==> src/rtl/cpu_types_pkg.sv <==
// Shared pipeline types: the 32-bit word type, the fetch-stage states and the bubble word.
// Also provides the helper that word-aligns a redirect target.
package cpu_types_pkg;

  typedef logic [31:0] word_t;

  typedef enum logic [1:0] {
    FETCH  = 2'd0,
    HOLD   = 2'd1,
    HALTED = 2'd2
  } fetch_state_t;

  // sll $0,$0,0
  localparam word_t NOP_INSTR = 32'h0000_0000;

  function automatic word_t align_word(input word_t addr);
    return {addr[31:2], 2'b00};
  endfunction

endpackage

==> src/rtl/fetch_skid_buf.sv <==
// One-entry skid buffer for the fetch stage.
// Keeps an instruction word and its PC+4 while IF/ID is stalled.
module fetch_skid_buf
  import cpu_types_pkg::*;
(
  input  logic  CLK,
  input  logic  RST,
  input  logic  capture,
  input  logic  drop,
  input  word_t word_in,
  input  word_t pc_4_in,
  output word_t word_out,
  output word_t pc_4_held,
  output logic  valid
);

  always_ff @(posedge CLK) begin
    if (RST) begin
      word_out  <= '0;
      pc_4_held <= '0;
      valid     <= 1'b0;
    end else if (capture) begin
      word_out  <= word_in;
      pc_4_held <= pc_4_in;
      valid     <= 1'b1;
    end else if (drop) begin
      valid     <= 1'b0;
    end
  end

endmodule

==> src/rtl/fetch_unit.sv <==
// Instruction-fetch stage: owns the PC, issues imem reads, applies stall/redirect/halt.
// Build with FETCH_SKID_EN to keep a stalled fetch in a one-entry skid buffer instead of refetching.
//
// state  | meaning
// FETCH  | reading imem at PC, emitting the returned word when IF/ID accepts it
// HOLD   | imem idle, emitting the word held in the skid buffer (FETCH_SKID_EN only)
// HALTED | halt committed; no reads, bubbles only, left only through RST
module fetch_unit
  import cpu_types_pkg::*;
#(
  parameter word_t PC_INIT   = 32'h0000_0000,
  parameter word_t NOP_INSTR = cpu_types_pkg::NOP_INSTR
) (
  input  logic  CLK,
  input  logic  RST,
  input  logic  ihit,
  input  word_t iload,
  output logic  imemREN,
  output word_t imemaddr,
  input  logic  stall,
  input  logic  redirect,
  input  word_t redirect_addr,
  input  logic  halt,
  output word_t instr_out,
  output word_t pc_4_out,
  output logic  instr_valid
);

  fetch_state_t state;
  word_t        pc;
  word_t        pc_4;
  word_t        hold_word;
  word_t        hold_pc_4;
  logic         hold_valid;
  logic         squash;

  assign pc_4   = pc + 32'd4;
  assign squash = halt | redirect;

`ifdef FETCH_SKID_EN
  logic hold_capture;
  logic hold_drop;

  assign hold_capture = (state == FETCH) && ihit && stall && !squash;
  assign hold_drop    = (state == HOLD) && (squash || !stall);

  fetch_skid_buf u_skid (
    .CLK       (CLK),
    .RST       (RST),
    .capture   (hold_capture),
    .drop      (hold_drop),
    .word_in   (iload),
    .pc_4_in   (pc_4),
    .word_out  (hold_word),
    .pc_4_held (hold_pc_4),
    .valid     (hold_valid)
  );
`else
  assign hold_word  = NOP_INSTR;
  assign hold_pc_4  = '0;
  assign hold_valid = 1'b0;
`endif

  always_comb begin
    imemaddr    = pc;
    imemREN     = 1'b0;
    instr_out   = NOP_INSTR;
    pc_4_out    = pc_4;
    instr_valid = 1'b0;
    case (state)
      FETCH: begin
        imemREN = 1'b1;
        if (ihit && !stall && !squash) begin
          instr_out   = iload;
          instr_valid = 1'b1;
        end
      end
      HOLD: begin
        pc_4_out = hold_pc_4;
        if (!squash) begin
          instr_out   = hold_word;
          instr_valid = hold_valid && !stall;
        end
      end
      default: ;
    endcase
  end

  always_ff @(posedge CLK) begin
    if (RST) begin
      pc    <= PC_INIT;
      state <= FETCH;
    end else if (state != HALTED) begin
      if (halt) begin
        state <= HALTED;
      end else if (redirect) begin
        pc    <= align_word(redirect_addr);
        state <= FETCH;
      end else if (state == FETCH) begin
        if (ihit && !stall) begin
          pc <= pc_4;
        end
`ifdef FETCH_SKID_EN
        else if (ihit && stall) begin
          pc    <= pc_4;
          state <= HOLD;
        end
`endif
      end else if (!stall) begin
        state <= FETCH;
      end
    end
  end

endmodule

==> config.mk <==
export PLATFORM = sky130hd
export DESIGN_NAME = fetch_unit
export DESIGN_NICKNAME = d
export VERILOG_FILES = /design/src/rtl/cpu_types_pkg.sv /design/src/rtl/fetch_skid_buf.sv /design/src/rtl/fetch_unit.sv
export SDC_FILE = /design/constraint.sdc
export NUM_CORES = 1
export LEC_CHECK = 0
export BUFFER_PORTS_ARGS = -buffer_cell sky130_fd_sc_hd__buf_4
export CAP_MARGIN = 10
export CELL_PAD_IN_SITES_DETAIL_PLACEMENT = 0
export CELL_PAD_IN_SITES_GLOBAL_PLACEMENT = 2
export CORE_UTILIZATION = 23
export DETAILED_ROUTE_END_ITERATION = 12
export GPL_ROUTABILITY_DRIVEN = 0
export HOLD_SLACK_MARGIN = 0.08
export PLACE_DENSITY = 0.85
export SYNTH_ARGS = -nofsm -noshare
export SYNTH_HDL_FRONTEND = slang
export SYNTH_SLANG_ARGS = --single-unit
==> constraint.sdc <==
create_clock -name CLK -period 4.3 [get_ports CLK]
set_input_delay 0.86 -clock CLK [delete_from_list [all_inputs] [get_ports CLK]]
set_output_delay 0.86 -clock CLK [all_outputs]
set_load 0.05 [all_outputs]
### Yosys cells after proc, flatten, opt, wreduce, memory -nomap -nowiden

Cells that the tools add are included.

| storage, ports and cells | value |
|---|---|
| register bits | 34 |
| input port bits | 70 |
| output and inout port bits | 98 |
| logic and storage cells | 31 |

| operators by class | value |
|---|---|
| add/subtract/negate cells | 1 |
| eq/ne operators | 4 |
| mux-type cells | 13 |
| bitwise gates (word level) | 2 |
| reduce and logical (&&, ||, !) cells | 9 |

Operator list:

| operator | count |
|---|---|
| 2-to-1 mux 32 bit | 6 |
| adder 32 x 3 -> 32 bit (second input constant) | 1 |
| 2-to-1 mux 2 bit | 4 |
| AND reduction 4 bit | 1 |
| nonzero test 2 bit | 2 |
| 2-to-1 mux 1 bit | 3 |
| inequality test 3 x 1 -> 1 bit (second input constant) | 1 |
| inequality test 3 bit (second input constant) | 1 |
| AND reduction 3 bit | 1 |
| equality test 2 x 1 -> 1 bit (second input constant) | 1 |
| logical AND 1 bit | 2 |
| logical NOT 1 bit | 2 |
| logical NOT 2 bit | 1 |
| inequality test 2 bit (second input constant) | 1 |
| NOT 1 bit | 1 |
| OR 1 bit | 1 |

### Logic depth before layout (Yosys ltp)

| logic depth | value |
|---|---|
| depth after elaboration | 5 |
| mapped depth | 7 |
| depth with buffers taken out | 6 |

### Worst setup path before layout

No wires, ideal clock.

| timing | value |
|---|---|
| path kind | input -> output |
| start point | input port halt |
| end point | output port instr_out[22] |
| arrival | 3.006 ns |
| required time | 3.440 ns |
| setup slack | 0.434 ns |
| stages on the path | 4 |
| buffers on the path | 1 |
| cell sequence | or4b_2 -> nor2_1 -> clkbuf_1 -> and2_1 |

| on the way | value |
|---|---|
| longest elaborated chain between the ends | 5 |

RTL lines:

| what | RTL line | RTL |
|---|---|---|
| start: declaration | fetch_unit.sv:23 | `input logic halt,` |
| OR 1 bit | fetch_unit.sv:38 | `assign squash = halt \| redirect;` |
| logical NOT 1 bit | n/a |  |
| logical AND 1 bit | fetch_unit.sv:73 | `if (ihit && !stall && !squash) begin` |
| 2-to-1 mux 32 bit | fetch_unit.sv:73 |  |
| 2-to-1 mux 32 bit | n/a |  |
| end: declaration | fetch_unit.sv:24 | `output word_t instr_out,` |

Every way passes these cells.

### Worst setup path after layout

| timing | value |
|---|---|
| start point | register pc[2], in the netlist imemaddr[2] |
| end point | output port pc_4_out[18] |

| on the way | value |
|---|---|
| longest elaborated chain between the ends | 2 |

RTL lines:

| what | RTL line | RTL |
|---|---|---|
| start: declaration | fetch_unit.sv:30 | `word_t pc;` |
| start signal: assignment | fetch_unit.sv:97 | `pc <= align_word(redirect_addr);` |
| start signal: assignment | fetch_unit.sv:101 | `pc <= pc_4;` |
| adder 32 x 3 -> 32 bit | fetch_unit.sv:37 | `assign pc_4 = pc + 32'd4;` |
| 2-to-1 mux 32 bit | fetch_unit.sv:70 | `case (state)` |
| end: declaration | fetch_unit.sv:25 | `output word_t pc_4_out,` |

Every way passes these cells.

==> results by group <==
Route
  • ANT nets after route: 0
  • Drt pass-1 iters: 4
  • WL per Instance: 15.32 um
  • Final wirelength: 9.542 mm
  • Routed vias/inst: 4.857
  • Vias: 3026
  • Post-route DRC violation count: 0
  • DRT iter0 DRCs: 210

Worst setup path
  • Arrival time worst endpoint: 2.59 ns
  • R2R setup slack: 1.84 ns
  • CP Max Fanout: 8
  • Endpoint class of the critical path: primary output
  • CP Data Required Time: 3.44 ns
  • Cell Chain, Critical Path: ha_1 > nand3_1 > nor4_2 > and4_1 > xor2_1 > buf_4
  • Delay-heaviest family, CP: simple AND/OR/NAND/NOR gates
  • Max incr delay on CP: 0.49 ns
  • Crit path capture: pc_4_out[18]
  • Reg2reg start: imemaddr[4]
  • R2R cell count: 5
  • CP max stage cell: nor4_2
  • Crit Reg-Reg Endpoint: imemaddr[27]
  • CP bufs+invs: 1
  • Crit path launch type: flip-flop
  • Crit. path cell count: 6
  • Crit path from: imemaddr[2]
  • Setup CP Type: reg -> out

Placed design
  • Dpl cells: 615
  • DP HPWL: 6.932 mm
  • PortBufs: 161

Clock network
  • CTS root buf: clkbuf_8
  • Longest Clk Path Bufs: 2
  • CTS tree: built
  • # resized after CTS: 0
  • CTS H-tree depth: 2
  • TritonCTS Buffers: 5
  • Clock latency on the worst-skew pair: 0.28 ns
  • CTS clock-pin slew for the worst setup and hold paths: 0.07 ns
  • Postcts setup bufs: 0
  • Hold buffer count at CTS: 0
  • Clock Sinks: 31

Floorplan
  • Die W: 107.6 um
  • Die H: 107.6 um
  • Initial Util: 23.66%
  • Rows: 38
  • I/O Pins: 168
  • Core Box Area: 10840 sq um
  • DIE AREA: 11580 sq um

Power
  • Max IR drop VDD: 0.1114 mV
  • Leakage: 0.001824 uW
  • Pwr/cell area: 235.0 nW/um^2

STA
  • Minimum clock period: 3.448 ns
  • Clk_skew: 0.006397 ns
  • Final Cycle Share: 80.19%
  • Fmax: 290.0 MHz
  • Hold Fails Final Rpt: 0
  • Slew @ Worst Pin: 0.8764 ns
  • Slew HR: 41.57%
  • Final setup viols: 0
  • Final Max Slew Viols: 0
  • Unrepaired setup endpoints after global routing: false
  • Setup TNS: 0 ns

Logic synthesis
  • Leading area contributor after synthesis: dfxtp_1
  • Async SR Flop Fraction: 0%
  • Number of enable flip-flop cells after synthesis: 0
  • Average size of a mapped cell: 7.544 sq um
  • Cell types occupying the most area after synthesis: dfxtp_1 24%, and2_1 8.0%, xnor2_1 7.2%, nand3_1 4.9%, nand2_1 3.8%
  • Ys flop type: dfxtp_1
  • Gate Count Post-Synth: 340
  • Synthesized area: 2565 sq um
  • Post-synthesis register bit count: 31
  • Count of cell types in the netlist: 54
  • Share of the synthesized area in the top cell type: 24.20%
  • Ys Warns: 0
  • Post-synthesis sequential area ratio: 24.20%

Min path
  • Worst min-delay path category: reg -> reg

Global routing
  • First-pass GRT wire length: 14.47 mm
  • GRT Total Usage: 15.80%
  • Number of global-route vias before repair: 2761
  • GR Overflow Total: 0
  • Initial antenna violation count: 0
  • Largest net degree at the start of global routing: 75

Run
  • Max_cap viols: 0

Finish
  • Fill count: 1179
  • Area growth syn-to-layout: 53.95%
  • Final cell count without fillers: 623
  • N_diodes: 0
  • Layout cells sized above 1: 38.51%
  • Layout Nets: 553

Run status
  • Status: finished clean
## worst min path at each step
stage	from	to	cells after the start
2_1_floorplan	state[1]	imemaddr[21]	2
3_3_place_gp	imemaddr[28]	imemaddr[28]	2
3_5_place_dp	imemaddr[7]	imemaddr[7]	2
4_1_cts	imemaddr[28]	imemaddr[28]	2
5_1_grt	imemaddr[7]	imemaddr[7]	2
6_report	imemaddr[28]	imemaddr[28]	2
## Yosys cell counts, types with 2 or more instances
cell type and n:
buf_2 3, nor2_1 23, or4_1 4, buf_4 5, a31oi_1 12, nor4_1 2, o31a_1 3, o21ai_0 16
nand2_1 26, a22o_1 3, o31ai_1 4, nand3_1 25, inv_1 5, o41ai_1 3, xor2_1 7, dfxtp_1 31
nor4_4 3, buf_1 2, nor3_1 6, nand4_1 5, nand4_2 4, mux2i_1 5, xnor2_1 21, a21oi_1 16
o21a_1 2, nor2b_1 5, clkbuf_1 22, and4_1 4, and2_1 33, and3_1 8, a32o_1 4, a211oi_1 2
a22oi_1 5
## state kept, by name, indices dropped and copies added, names as in the netlist
name and flops:
imemaddr 30, state 1
## cells by family (layout without fill, tap and decap cells)
kind of cell | Yosys count | count (layout) | share of synthesized area [%]
AOI/OAI and AO/OA | 80 | 80 | 20.98
xor gates and xnor gates | 28 | 28 | 9.561
adders and majority gates | 1 | 1 | 0.4877
buffers and inverters | 38 | 178 | 6.488
DFF | 31 | 31 | 24.20
muxes | 5 | 5 | 1.951
other | 1 | 4 | 0.1462
and+or+nand+nor | 156 | 156 | 36.20
## per-layer routing
| metal | GRT usage, % | up-vias | part of all wire [%] |
|---|---|---|---|
| li1 | - | 1507 | - |
| met1 | 22.56 | 1414 | 48 |
| met2 | 24.45 | 99 | 46 |
| met3 | 2.663 | 6 | 4.7 |
| met4 | 3.816 | 0 | 0.78 |
| met5 | 0 | - | 0 |
## metrics by stage
step / instance area (sq um) / util, % / worst slack [ns] / power, uW / hold WS, ns
detailed placement: 3849 / 35.50 / 0.8761 / 672.9 / 0.5481
finish: 3949 / 36.43 / 0.8518 / 928.0 / 0.5552
global route: 3949 / 36.43 / 0.5308 / 972.9 / 0.5994
floorplan: 2576 / - / 0.4341 / 551.3 / 0.6213
CTS: 3949 / 36.43 / 0.8138 / 939.7 / 0.5569
global placement: 3849 / 35.50 / 0.8800 / 670.1 / 0.5355
## cell usage in the layout (no fill, tap or decap), drive strengths merged, types with 4 or more instances in the layout
cell type,n
xor2,7
nor3,6
xnor2,21
inv,5
nand3,25
a22oi,5
nand4,10
buf,165
mux2i,5
o21ai,16
nor2,23
a32o,4
and2,33
a21oi,16
a31oi,12
nor4,6
o31ai,4
clkbuf,8
and4,4
and3,8
nand2,26
or4,4
dfxtp,31
nor2b,5
conb,4
## cell type report
type | count | area (sq um) | share of cell area [%]
Sequential cell | 31 | 620.6 | 15.72
Inverter | 5 | 18.77 | 0.4753
Clock buffer | 8 | 100.1 | 2.535
Tap cell | 140 | 175.2 | 4.436
Multi-Input combinational cell | 274 | 1795 | 45.47
Timing Repair Buffer | 165 | 1239 | 31.37
## tightest hold or removal path, delay by kind of cell, from the launching register on
| kind | cells | cell delay, ns |
|---|---|---|
| AOI/OAI and AO/OA | 1 | 0.07 |
| DFF | 1 | 0.36 |
| and+or+nand+nor | 1 | 0.07 |
## power breakdown
group / switching, uW / internal [uW]
logic: 211 / 119
clock network: 116 / 146
registers: 32.3 / 303
total: 360 / 568
No activity file was read; power rests on OpenSTA's default activity.
